--- src/rtl/seq_divider_if.sv ---
// Handshake and operand/result bundle between a requester and seq_divider.
interface seq_divider_if #(
   parameter int WIDTH = 32
);
   logic             start;
   logic             is_signed;
   logic [WIDTH-1:0] dividend;
   logic [WIDTH-1:0] divisor;
   logic             busy;
   logic             done;
   logic [WIDTH-1:0] quotient;
   logic [WIDTH-1:0] remainder;
   logic             div_by_zero;
   logic             overflow;

   modport master (
      output start, is_signed, dividend, divisor,
      input  busy, done, quotient, remainder, div_by_zero, overflow
   );

   modport slave (
      input  start, is_signed, dividend, divisor,
      output busy, done, quotient, remainder, div_by_zero, overflow
   );
endinterface

--- src/rtl/seq_divider.sv ---
// Multi-cycle restoring divider, one quotient bit per clock, signed or unsigned.
//
// state | meaning
// ------+-----------------------------------------------------------
// IDLE  | waiting for start; results of the last operation held
// RUN   | one restoring iteration per edge, WIDTH iterations total
// FIX   | apply signs (or divide-by-zero result), pulse done
module seq_divider #(
   parameter int WIDTH = 32,
   parameter int CNT_W = $clog2(WIDTH + 1)
) (
   input logic          clk,
   input logic          rst_n,
   seq_divider_if.slave bus
);

   typedef enum logic [1:0] {
      IDLE = 2'd0,
      RUN  = 2'd1,
      FIX  = 2'd2
   } state_t;

   state_t               state_q, state_d;
   logic [CNT_W-1:0]     cnt_q, cnt_d;
   // upper half = partial remainder, lower half = dividend shifting into quotient
   logic [2*WIDTH-1:0]   acc_q, acc_d;
   logic [WIDTH-1:0]     dsr_q, dsr_d;
   logic                 qsign_q, qsign_d;
   logic                 rsign_q, rsign_d;
   logic                 dbz_q, dbz_d;
   logic                 ovf_q, ovf_d;
   logic [WIDTH-1:0]     quot_q, quot_d;
   logic [WIDTH-1:0]     rem_q, rem_d;
   logic                 done_q, done_d;

   logic                 dvd_neg, dsr_neg, dsr_zero, is_ovf;
   logic [WIDTH-1:0]     dvd_mag, dsr_mag;
   logic [WIDTH:0]       up_sh;
   logic                 borrow;
   logic [WIDTH-1:0]     diff;

   assign dvd_neg  = bus.is_signed & bus.dividend[WIDTH-1];
   assign dsr_neg  = bus.is_signed & bus.divisor[WIDTH-1];
   assign dvd_mag  = dvd_neg ? -bus.dividend : bus.dividend;
   assign dsr_mag  = dsr_neg ? -bus.divisor : bus.divisor;
   assign dsr_zero = (bus.divisor == '0);
   assign is_ovf   = bus.is_signed && (bus.dividend == {1'b1, {(WIDTH-1){1'b0}}}) && (&bus.divisor);

   // Partial remainder shifted left by one; it is always below 2*|divisor|,
   // so when the trial subtraction does not borrow the difference fits in WIDTH bits.
   assign up_sh  = acc_q[2*WIDTH-1:WIDTH-1];
   assign borrow = (up_sh < {1'b0, dsr_q});
   assign diff   = up_sh[WIDTH-1:0] - dsr_q;

   // State register
   always_ff @(posedge clk or negedge rst_n) begin
      if (!rst_n) state_q <= IDLE;
      else        state_q <= state_d;
   end

   // Next-state and datapath update
   always_comb begin
      state_d = state_q;
      cnt_d   = cnt_q;
      acc_d   = acc_q;
      dsr_d   = dsr_q;
      qsign_d = qsign_q;
      rsign_d = rsign_q;
      dbz_d   = dbz_q;
      ovf_d   = ovf_q;
      quot_d  = quot_q;
      rem_d   = rem_q;
      done_d  = 1'b0;
      case (state_q)
         IDLE: begin
            if (bus.start) begin
               dsr_d   = dsr_mag;
               qsign_d = dvd_neg ^ dsr_neg;
               rsign_d = dvd_neg;
               dbz_d   = dsr_zero;
               ovf_d   = is_ovf;
               // on divide-by-zero the raw dividend is kept so it can be returned as remainder
               acc_d   = {{WIDTH{1'b0}}, (dsr_zero ? bus.dividend : dvd_mag)};
               cnt_d   = '0;
               state_d = dsr_zero ? FIX : RUN;
            end
         end
         RUN: begin
            if (borrow) acc_d = {up_sh[WIDTH-1:0], acc_q[WIDTH-2:0], 1'b0};
            else        acc_d = {diff, acc_q[WIDTH-2:0], 1'b1};
            cnt_d = cnt_q + 1'b1;
            if (cnt_q == CNT_W'(WIDTH - 1)) state_d = FIX;
         end
         FIX: begin
            if (dbz_q) begin
               quot_d = '1;
               rem_d  = acc_q[WIDTH-1:0];
            end else begin
               quot_d = qsign_q ? -acc_q[WIDTH-1:0] : acc_q[WIDTH-1:0];
               rem_d  = rsign_q ? -acc_q[2*WIDTH-1:WIDTH] : acc_q[2*WIDTH-1:WIDTH];
            end
            done_d  = 1'b1;
            state_d = IDLE;
         end
         default: state_d = IDLE;
      endcase
   end

   // Datapath and result registers
   always_ff @(posedge clk or negedge rst_n) begin
      if (!rst_n) begin
         cnt_q   <= '0;
         acc_q   <= '0;
         dsr_q   <= '0;
         qsign_q <= 1'b0;
         rsign_q <= 1'b0;
         dbz_q   <= 1'b0;
         ovf_q   <= 1'b0;
         quot_q  <= '0;
         rem_q   <= '0;
         done_q  <= 1'b0;
      end else begin
         cnt_q   <= cnt_d;
         acc_q   <= acc_d;
         dsr_q   <= dsr_d;
         qsign_q <= qsign_d;
         rsign_q <= rsign_d;
         dbz_q   <= dbz_d;
         ovf_q   <= ovf_d;
         quot_q  <= quot_d;
         rem_q   <= rem_d;
         done_q  <= done_d;
      end
   end

   assign bus.busy        = (state_q != IDLE);
   assign bus.done        = done_q;
   assign bus.quotient    = quot_q;
   assign bus.remainder   = rem_q;
   assign bus.div_by_zero = dbz_q;
   assign bus.overflow    = ovf_q;

endmodule

--- src/flat_wrapper.sv ---
// flat-port wrapper written by rule: the top's interface ports become plain ports
module seq_divider_flat 
#(
   parameter int WIDTH = 32,
   parameter int CNT_W = $clog2(WIDTH + 1)
)
  (clk, rst_n, bus_start, bus_is_signed, bus_dividend, bus_divisor, bus_busy, bus_done, bus_quotient, bus_remainder, bus_div_by_zero, bus_overflow);
  seq_divider_if #(.WIDTH(WIDTH)) bus_i ();
  input logic clk;
  input logic rst_n;
  input wire logic [$bits(bus_i.start)-1:0] bus_start;
  input wire logic [$bits(bus_i.is_signed)-1:0] bus_is_signed;
  input wire logic [$bits(bus_i.dividend)-1:0] bus_dividend;
  input wire logic [$bits(bus_i.divisor)-1:0] bus_divisor;
  output wire logic [$bits(bus_i.busy)-1:0] bus_busy;
  output wire logic [$bits(bus_i.done)-1:0] bus_done;
  output wire logic [$bits(bus_i.quotient)-1:0] bus_quotient;
  output wire logic [$bits(bus_i.remainder)-1:0] bus_remainder;
  output wire logic [$bits(bus_i.div_by_zero)-1:0] bus_div_by_zero;
  output wire logic [$bits(bus_i.overflow)-1:0] bus_overflow;
  assign bus_i.start = bus_start;
  assign bus_i.is_signed = bus_is_signed;
  assign bus_i.dividend = bus_dividend;
  assign bus_i.divisor = bus_divisor;
  assign bus_busy = bus_i.busy;
  assign bus_done = bus_i.done;
  assign bus_quotient = bus_i.quotient;
  assign bus_remainder = bus_i.remainder;
  assign bus_div_by_zero = bus_i.div_by_zero;
  assign bus_overflow = bus_i.overflow;
  seq_divider #(.WIDTH(WIDTH), .CNT_W(CNT_W)) u_core (.clk(clk), .rst_n(rst_n), .bus(bus_i));
endmodule
--- config.mk ---
export PLATFORM = sky130hd
export DESIGN_NAME = seq_divider_flat
export DESIGN_NICKNAME = d
export VERILOG_FILES = /design/src/rtl/seq_divider_if.sv /design/src/rtl/seq_divider.sv /design/src/flat_wrapper.sv
export SDC_FILE = /design/constraint.sdc
export NUM_CORES = 1
export LEC_CHECK = 0
export CAP_MARGIN = 40
export CELL_PAD_IN_SITES_DETAIL_PLACEMENT = 1
export CELL_PAD_IN_SITES_GLOBAL_PLACEMENT = 1
export CORE_MARGIN = 1.5
export CORE_UTILIZATION = 43
export CTS_CLUSTER_SIZE = 30
export DETAILED_ROUTE_END_ITERATION = 10
export GPL_TIMING_DRIVEN = 0
export PLACE_DENSITY = 0.8
export SLEW_MARGIN = 30
export SYNTH_ARGS = -nofsm -noshare
export SYNTH_HDL_FRONTEND = slang
export SYNTH_SLANG_ARGS = --single-unit
--- constraint.sdc ---
create_clock -name clk -period 4.25 [get_ports clk]
set_input_delay 0.425 -clock clk [delete_from_list [all_inputs] [get_ports clk]]
set_output_delay 0.425 -clock clk [all_outputs]
set_load 0.02 [all_outputs]
==> Yosys cells after proc, flatten, opt, wreduce, memory -nomap -nowiden <==
Index checks and enable logic that the tools add are counted.
{ "op_classes": {"n_div": 0, "reduce_logical": 10, "n_shift": 0, "mul": 0, "n_addsub": 6, "eq_ne": 6, "n_bitwise": 3, "n_mux": 17, "n_lt_le_gt_ge": 1} }
{ "ops": {"columns": ["operator", "count"], "rows": [
  ["32-bit two-way mux", 7],
  ["64-bit two-way mux", 2],
  ["32-bit negation", 4],
  ["64-bit one-hot mux with 2 select lines", 1],
  ["33-bit by 32-bit < comparator with 1-bit output", 1],
  ["32-bit == test (second input constant)", 1],
  ["32-bit zero test", 1],
  ["32-bit AND reduction", 1],
  ["32-bit subtractor", 1],
  ["6-bit one-hot mux with 2 select lines", 1],
  ["6-bit by 1-bit adder with 6-bit output (second input constant)", 1],
  ["6-bit by 5-bit == test with 1-bit output (second input constant)", 1],
  ["2-bit two-way mux", 3],
  ["6-bit two-way mux", 1],
  ["2-bit AND reduction", 3],
  ["2-bit one-hot mux with 2 select lines", 1],
  ["2-bit nonzero test", 2],
  ["1-bit bitwise AND", 2],
  ["2-bit by 1-bit == test with 1-bit output (second input constant)", 1],
  ["2-bit == test (second input constant)", 1],
  ["1-bit logical AND", 2],
  ["2-bit zero test", 1],
  ["2-bit by 1-bit inequality test with 1-bit output (second input constant)", 1],
  ["2-bit inequality test (second input constant)", 1],
  ["other kinds (2)", 2]
]} }
{ "totals": {"ram_bits": 0, "romBits": 0, "register_bits": 173, "word_cells": 54, "latch_bits": 0, "output_inout_bits": 68, "n_memories": 0} }

==> Longest topological paths before layout <==
Gate-level depths: netlist of run 1.
{ "depth": {"word_depth": 5, "mapped_depth": 14, "ltp_nobuf": 13} }

==> Worst setup path before layout of run 1 <==
No wires, ideal clock.
{ "synth_path": {"path_kind": "register to register", "startpoint": "reg u_core.acc_q[31]", "endpoint": "reg u_core.acc_q[62]", "setup_ns": 0.126, "stages_incl_launch_ff": 14, "synth_period_minus_slack_ns": 3.257, "slack_ns": 0.993, "t_arrival_ns": 3.130, "path_cell_list": "dfrtp_1 inv_1 ha_1 inv_1 fa_1 a21o_1 a221oi_1 o311ai_1 a31o_2 a41o_1 a31o_2 a311oi_1 xor2_1 o21ai_1"} }
{ "synth_via": {"elab_chain_len": 3, "word_cells_on_any_way": 4, "cone_classes": "add/sub (1); order compare (1); mux (2)"} }
{ "synth_rtl": {"columns": ["item", "line", "rtl"], "rows": [
  ["start: declaration", "seq_divider.sv:26", "logic [2*WIDTH-1:0] acc_q, acc_d;"],
  ["start signal: assignment", "seq_divider.sv:113", "acc_q <= '0;"],
  ["start signal: assignment", "seq_divider.sv:124", "acc_q <= acc_d;"],
  ["32-bit subtractor / 33-bit by 32-bit < comparator with 1-bit output (equally long branches)", "seq_divider.sv:53, seq_divider.sv:52", null],
  ["64-bit two-way mux *", "seq_divider.sv:89", "if (borrow) acc_d = {up_sh[WIDTH-1:0], acc_q[WIDTH-2:0], 1'b0};"],
  ["64-bit one-hot mux with 2 select lines *", "seq_divider.sv:74", "case (state_q)"]
]} }
Mark *: on every way between the ends. The rest lies on a longest branch, timed or not.
A chain may end at the register's enable or synchronous reset.

==> Worst setup path after layout of run 1 <==
Ends and elaborated chain as after synthesis.

==> key figures, run 1 <==
Pwr
  – Power Total: 0.01086 W
  – Worst IR Drop VDD: 0.3166 mV
  – Pwr per Cell Area: 794.7 nW/um^2
  – Leak Pwr: 5.580 nW

Die
  – Die area: 27,160 um^2
  – Die width: 164.8 um
  – I/O Pins: 136
  – Chip height: 164.8 um
  – Core Region: 25,910 um^2
  – Initial Util: 43.45%
  – Rows: 59

Synth
  – Yosys cell types: 61
  – Ys Warns: 0
  – Top post-synthesis cells by count: dfrtp_1 (173), nand2_1 (159), o21ai_0 (144)
  – Post-Syn Instances: 1,338
  – Seq/Total Area, Yosys: 38.45%
  – Mapped Area: 11,260 um^2
  – Main synth FF type: dfrtp_1
  – Share of the synthesized area in the top cell type: 38.45%
  – Syn_nets: 1,445
  – Number of flops mapped to enable cells by yosys: 0
  – Synth Register Bits: 173
  – Largest area contributor in the netlist: dfrtp_1
  – Largest cells by area after synthesis: dfrtp_1 (38%), xor2_1 (6.6%), o21ai_0 (6.4%)
  – Most frequent cell after synthesis: dfrtp_1
  – Average size of a mapped cell: 8.414 um^2
  – Async SR Flop Fraction: 100.0%

CTS
  – # clock sinks: 173
  – Clk slew on worst S/H paths: 0.07 ns
  – CTS root buffer: clkbuf_16
  – CTS max path bufs: 2
  – Htree depth: 4
  – # resized after CTS: 0
  – Skew-Pair Late Insertion Delay: 0.44 ns
  – Cts bufs inserted: 17
  – TritonCTS clock tree: built

STA
  – Clock Skews: 0.01272 ns
  – Final Hold Vio Count: 0
  – Setup_tns: 0 ns
  – Worst hold slack: 0.4841 ns
  – Max_slew headroom: 48.23%
  – Final min period: 3.992 ns
  – Worst-Margin Slew: 0.7737 ns
  – Slew Limit Fails: 0
  – F_max: 250.5 MHz
  – Setup violations, final: 0
  – Unrepaired setup endpoints after global routing: false
  – Final period util: 93.92%

Job
  – Number of max-cap violations: 0

Worst setup path
  – Worst Path Max Fanout: 4
  – Worst EP arrival: 4.30 ns
  – Max incr delay on CP: 0.51 ns
  – Crit path kind: flip-flop to flip-flop
  – Capturing element type of the critical path: flip-flop
  – CP cell instances: inv_1, ha_1, inv_1, fa_1, a21o_1, a221oi_1, o311ai_1, a31o_2, a41o_1, a31o_2, a311oi_1, xor2_1, o21ai_1
  – CP Buf/Inv Count: 2
  – Critical path's slowest cell: a221oi_1
  – Largest delay share family, worst path: compound AO/OA/AOI/OAI gates
  – Type of origin of the critical path: flip-flop
  – Critical Path RT: 4.56 ns

Routing
  – Final ANT Viol Nets: 0
  – DRT Wirelength: 39.49 mm
  – DR WL/cell: 21.44 um
  – First-pass DRT Iterations: 5
  – Initial DRC Count: 809
  – Via count: 10.96k
  – DR DRC count: 0
  – Vias per Instance: 5.948

GRT
  – Initial antenna violation count: 0
  – GRT Util Overall: 30.38%
  – Global-route wire length before repair: 62.71 mm
  – Vias in the first global route: 11.18k
  – Grt ovf: 0
  – Largest net degree at the start of global routing: 69

Place
  – Port Buf Inserts: 134
  – Routability cong.: 0.9049
  – Detailed Place HPWL: 30.90 mm
  – Placed Cells: 1,810
  – Dpl cell area: 13,080 um^2

Run status
  – Status: completed

Cells and area
  – Area delta synth->final: 21.43%
  – Final Net Count: 1,602
  – Design area: 13,670 um^2
  – Filler Cell Count: 3,142
  – Antenna diode count: 0
  – Fin cells: 1,842
  – Layout cells sized above 1: 3.849%

Min path
  – Hold WC Path Type: flip-flop to flip-flop
## sequential cells by signal, indices dropped and copies added (netlist names)
| register | count |
|---|---|
| u_core.acc_q | 64 |
| u_core.dsr_q | 32 |
| u_core.qsign_q | 1 |
| u_core.state_q | 2 |
| u_core.bus.remainder | 32 |
| u_core.bus.div_by_zero | 1 |
| u_core.bus.done | 1 |
| u_core.bus.overflow | 1 |
| u_core.rsign_q | 1 |
| u_core.bus.quotient | 32 |
| u_core.cnt_q | 6 |
## path summary, 6_finish.rpt
path / cells past startpoint / start / slack (ns) / endpoint
worst max-delay path: 13 / u_core.acc_q[31] / 0.26 / u_core.acc_q[62]
worst min-delay path: 2 / u_core.dsr_q[30] / 0.48 / u_core.dsr_q[30]
worst max register to register: 13 / u_core.acc_q[31] / 0.26 / u_core.acc_q[62]
worst min register to register: 2 / u_core.dsr_q[30] / 0.48 / u_core.dsr_q[30]
max in group asynchronous: 3 / rst_n / 3.06 / u_core.dsr_q[20]
min in group asynchronous: 2 / rst_n / 0.49 / u_core.bus.quotient[20]
## repair_timing
| item | 4_1_cts | 5_1_grt |
|---|---|---|
| hold buffers | 1 | 0 |
| buffers inserted | 0 | 0 |
| endpoints found under the hold margin | 51 | 0 |
## worst register-to-register path, cell delays in order, from the launching register on
cell	delay (ns)
dfrtp_1	0.46
inv_1	0.23
ha_1	0.20
inv_1	0.06
fa_1	0.39
a21o_1	0.21
a221oi_1	0.52
o311ai_1	0.24
a31o_2	0.32
a41o_1	0.32
a31o_2	0.31
a311oi_1	0.35
xor2_1	0.19
o21ai_1	0.08
## kinds of logic after synthesis
family	Yosys count	share of synthesized area [%]
adder cells (fa/ha/maj)	39	4.401
XOR/XNOR	146	11.36
buffers and inverters	137	4.679
flip-flops	173	38.45
AO/OA/AOI/OAI	419	22.55
multiplexers	16	1.423
AND/OR/NAND/NOR	408	17.14
## per-stage QoR
step	setup WS [ns]	util (%)
after floorplan	0.9935	-
after global placement	-4.461	50.24
after detailed placement	0.3052	50.50
after CTS	0.2960	52.76
after global routing	0.03158	52.76
final	0.2583	52.76
## final cells by class
class	instances	area, um^2	area share (%)
tap	335	419.2	3.066
clock buffer	17	425.4	3.112
buffer	80	312.8	2.288
multi-input combinational	1028	6402	46.83
inverter	57	214.0	1.565
timing repair buffer	138	1416	10.36
sequential	173	4329	31.67
clock inverter	14	151.4	1.107
## placed cells by master (no fill, tap or decap), types with 13 or more instances in the layout
cell type and instances:
dfrtp_1 173, nand2_1 159, o21ai_0 144, clkdlybuf4s50_1 133
a21oi_1 120, nor2_1 101, xor2_1 85, clkbuf_1 71
xnor2_1 61, inv_1 57, ha_1 38, o31ai_1 30
nand3_1 28, nor3_1 20, a22oi_1 20, o311ai_0 17
clkbuf_16 17, mux2i_1 16, nand4_1 13, or4_1 13
## where the power goes
group | total (W) | leakage [nW] | switching (W) | internal (W)
sequential | 0.00330 | 2.07 | 0.000920 | 0.00238
clock | 0.00159 | 0.265 | 0.000756 | 0.000830
combinational | 0.00597 | 3.24 | 0.00349 | 0.00249
## metal layers
layer  track usage, %  vias to the layer above  part of all wire (%)
li1                 -                     5079                     -
met1            41.46                     5438                    45
met2            48.34                      372                    47
met3            5.701                       68                   5.8
met4            10.28                        0                   2.7
met5                0                        -                     0
(Power assumes the default switching activity.)
==> run 2: changes to the inputs <==
--- a/config.mk
+++ b/config.mk
@@ -5,16 +5,17 @@
 export SDC_FILE = /design/constraint.sdc
 export NUM_CORES = 1
 export LEC_CHECK = 0
-export CAP_MARGIN = 40
+export CAP_MARGIN = 0
 export CELL_PAD_IN_SITES_DETAIL_PLACEMENT = 1
 export CELL_PAD_IN_SITES_GLOBAL_PLACEMENT = 1
 export CORE_MARGIN = 1.5
 export CORE_UTILIZATION = 43
+export CTS_CLUSTER_DIAMETER = 200
 export CTS_CLUSTER_SIZE = 30
 export DETAILED_ROUTE_END_ITERATION = 10
 export GPL_TIMING_DRIVEN = 0
 export PLACE_DENSITY = 0.8
-export SLEW_MARGIN = 30
+export SLEW_MARGIN = 20
 export SYNTH_ARGS = -nofsm -noshare
 export SYNTH_HDL_FRONTEND = slang
 export SYNTH_SLANG_ARGS = --single-unit
==> run 2 against run 1 <==
Largest cell class unchanged. Global-route usage shrank 0.23 points. Combinational power is essentially flat. Critical path depth is the same. Core utilization grew 0.12 points. Via count grew 0.52%. Clock power grew 4%. Die area is the same. Sequential power is essentially flat. Register-to-register slack is essentially flat. Clock skew grew 0.0014 ns. Cell area grew 0.23%. Fmax shrank 0.31%.
==> key figures, run 2 (same netlist as run 1, synthesis figures left out) <==
STA
  – F_max: 249.7 MHz
  – Max_slew headroom: 30.88%
  – Final period util: 94.21%
  – Final worst setup slack: 0.2460 ns
  – Setup_tns: 0 ns
  – Final min period: 4.004 ns
  – Worst-Margin Slew: 1.035 ns
  – Final Hold Vio Count: 0
  – Unrepaired setup endpoints after global routing: false
  – Setup violations, final: 0
  – Slew Limit Fails: 0
  – Clock Skews: 0.01414 ns

Cells and area
  – Area delta synth->final: 21.70%
  – Final Net Count: 1,601
  – Design area: 13,700 um^2
  – Largest register by flop count: u_core.acc_q
  – Filler Cell Count: 3,138
  – Number of flip-flops under the largest register name: 64
  – Layout cells sized above 1: 3.849%
  – Most frequent cells in the layout: dfrtp_1 (173), nand2_1 (159), o21ai_0 (144), clkdlybuf4s50_1 (133), a21oi_1 (120)
  – Commonest non-fill, non-tap cell in the layout: dfrtp_1
  – Fin cells: 1,843

Worst setup path
  – Worst Path Max Fanout: 4
  – Reg2reg end: u_core.acc_q[62]
  – Crit path kind: flip-flop to flip-flop
  – R2R Path Start: u_core.acc_q[31]
  – Worst-case reg-to-reg path depth: 13
  – Worst EP arrival: 4.32 ns
  – Critical Path RT: 4.57 ns
  – Capturing element type of the critical path: flip-flop
  – Type of origin of the critical path: flip-flop
  – Setup slack, reg-to-reg: 0.25 ns

Die
  – Initial Util: 43.45%
  – I/O Pins: 136
  – Chip height: 164.8 um
  – Die area: 27,160 um^2
  – Rows: 59
  – Core Region: 25,910 um^2
  – Die width: 164.8 um

GRT
  – Global-route wire length before repair: 62.26 mm
  – Grt ovf: 0
  – Vias in the first global route: 11.21k
  – Initial antenna violation count: 0
  – Largest net degree at the start of global routing: 69
  – GRT Util Overall: 30.16%

Place
  – Placed Cells: 1,809
  – Dpl ws: 0.3104 ns
  – Detailed Place HPWL: 30.87 mm
  – Routability cong.: 0.9049
  – Dpl cell area: 13,080 um^2
  – Port Buf Inserts: 134

CTS
  – # resized after CTS: 0
  – # clock sinks: 173
  – Htree depth: 4
  – TritonCTS clock tree: built
  – CTS max path bufs: 2
  – CTS root buffer: clkbuf_16
  – Setup bufs post-CTS: 0
  – Clk slew on worst S/H paths: 0.08 ns
  – Skew-Pair Late Insertion Delay: 0.45 ns
  – Cts bufs inserted: 17

Pwr
  – Power Total: 0.01093 W
  – Worst IR Drop VDD: 0.3287 mV
  – Leak Pwr: 5.609 nW
  – Pwr per Cell Area: 797.5 nW/um^2

Routing
  – Via count: 11.01k
  – Initial DRC Count: 818
  – DRT Wirelength: 39.53 mm
  – DR WL/cell: 21.45 um
  – Vias per Instance: 5.976
  – First-pass DRT Iterations: 8
  – DR DRC count: 0
  – Final ANT Viol Nets: 0

Job
  – Number of max-cap violations: 0

Run status
  – Status: completed

Min path
  – Hold WC Path Type: input port to async pin
[run 2: cell count changes in the layout (fill, tap and decap cells not counted)]
cell        delta
clkbuf_8       +1
clkinvlp_4     -6
buf_2          -1
diode_2        +1
clkinv_8       +2
clkinv_4       +4
inv_8          -1
inv_6          +1
[run 2: stage by stage]
stage | hold WS [ns] | utilization, %
6_report | 0.4728 | 52.88
5_1_grt | 0.5020 | 52.87
4_1_cts | 0.4837 | 52.87
3_5_place_dp | 0.3689 | 50.48
3_3_place_gp | 0.4625 | 50.24
2_1_floorplan | 0.1294 | -
[run 2: layout make-up]
class | count | area (um^2) | area share (%)
multi-input cells | 1028 | 6402 | 46.73
flip-flops and latches | 173 | 4329 | 31.60
repair buffers | 137 | 1411 | 10.30
clock buffers | 18 | 439.2 | 3.205
well taps | 335 | 419.2 | 3.059
plain buffers | 80 | 312.8 | 2.283
inverters | 57 | 214.0 | 1.561
clock inverters | 14 | 171.4 | 1.251
diodes | 1 | 2.502 | 0.01826
[run 2: layer usage]
| layer | share of wire [%] | up-vias | global-route usage [%] |
|---|---|---|---|
| met5 | 0 | - | 0 |
| met4 | 2.6 | 0 | 9.419 |
| met3 | 5.5 | 77 | 5.098 |
| met2 | 46 | 365 | 48.49 |
| met1 | 45 | 5502 | 41.38 |
| li1 | - | 5070 | - |
[run 2: critical path: stages, from the launching register on]
cell and delay, ns:
dfrtp_1 0.46, inv_1 0.22, ha_1 0.20, inv_1 0.06, fa_1 0.39, a21o_1 0.21
a221oi_1 0.53, o311ai_1 0.26, a31o_2 0.32, a41o_1 0.31, a31o_2 0.31, a311oi_1 0.32
xor2_1 0.19, o21ai_1 0.08
[run 2: worst max path at each step]
| stage | depth (start not counted) | from | to | slack, ns |
|---|---|---|---|---|
| 2_1_floorplan | 13 | u_core.acc_q[31] | u_core.acc_q[62] | 0.99 |
| 3_3_place_gp | 1 | rst_n | u_core.dsr_q[11] | -4.46 |
| 3_5_place_dp | 13 | u_core.acc_q[31] | u_core.acc_q[62] | 0.31 |
| 4_1_cts | 13 | u_core.acc_q[31] | u_core.acc_q[62] | 0.30 |
| 5_1_grt | 13 | u_core.acc_q[31] | u_core.acc_q[62] | 0.09 |
| 6_report | 13 | u_core.acc_q[31] | u_core.acc_q[62] | 0.25 |
[run 2: what timing repair did]
action | 4_1_cts | 5_1_grt
endpoints found under the hold margin | 51 | 0
hold buffers | 1 | 0
setup endpoints to repair | 0 | 0
[run 2: report_power, final]
part / total, W / leakage [nW] / internal, W / switching [W]
Sequential: 0.00329 / 2.07 / 0.00238 / 0.000909
Clock: 0.00165 / 0.300 / 0.000861 / 0.000786
Combinational: 0.00599 / 3.24 / 0.00248 / 0.00350
Total: 0.0109 / 5.61 / 0.00573 / 0.00520
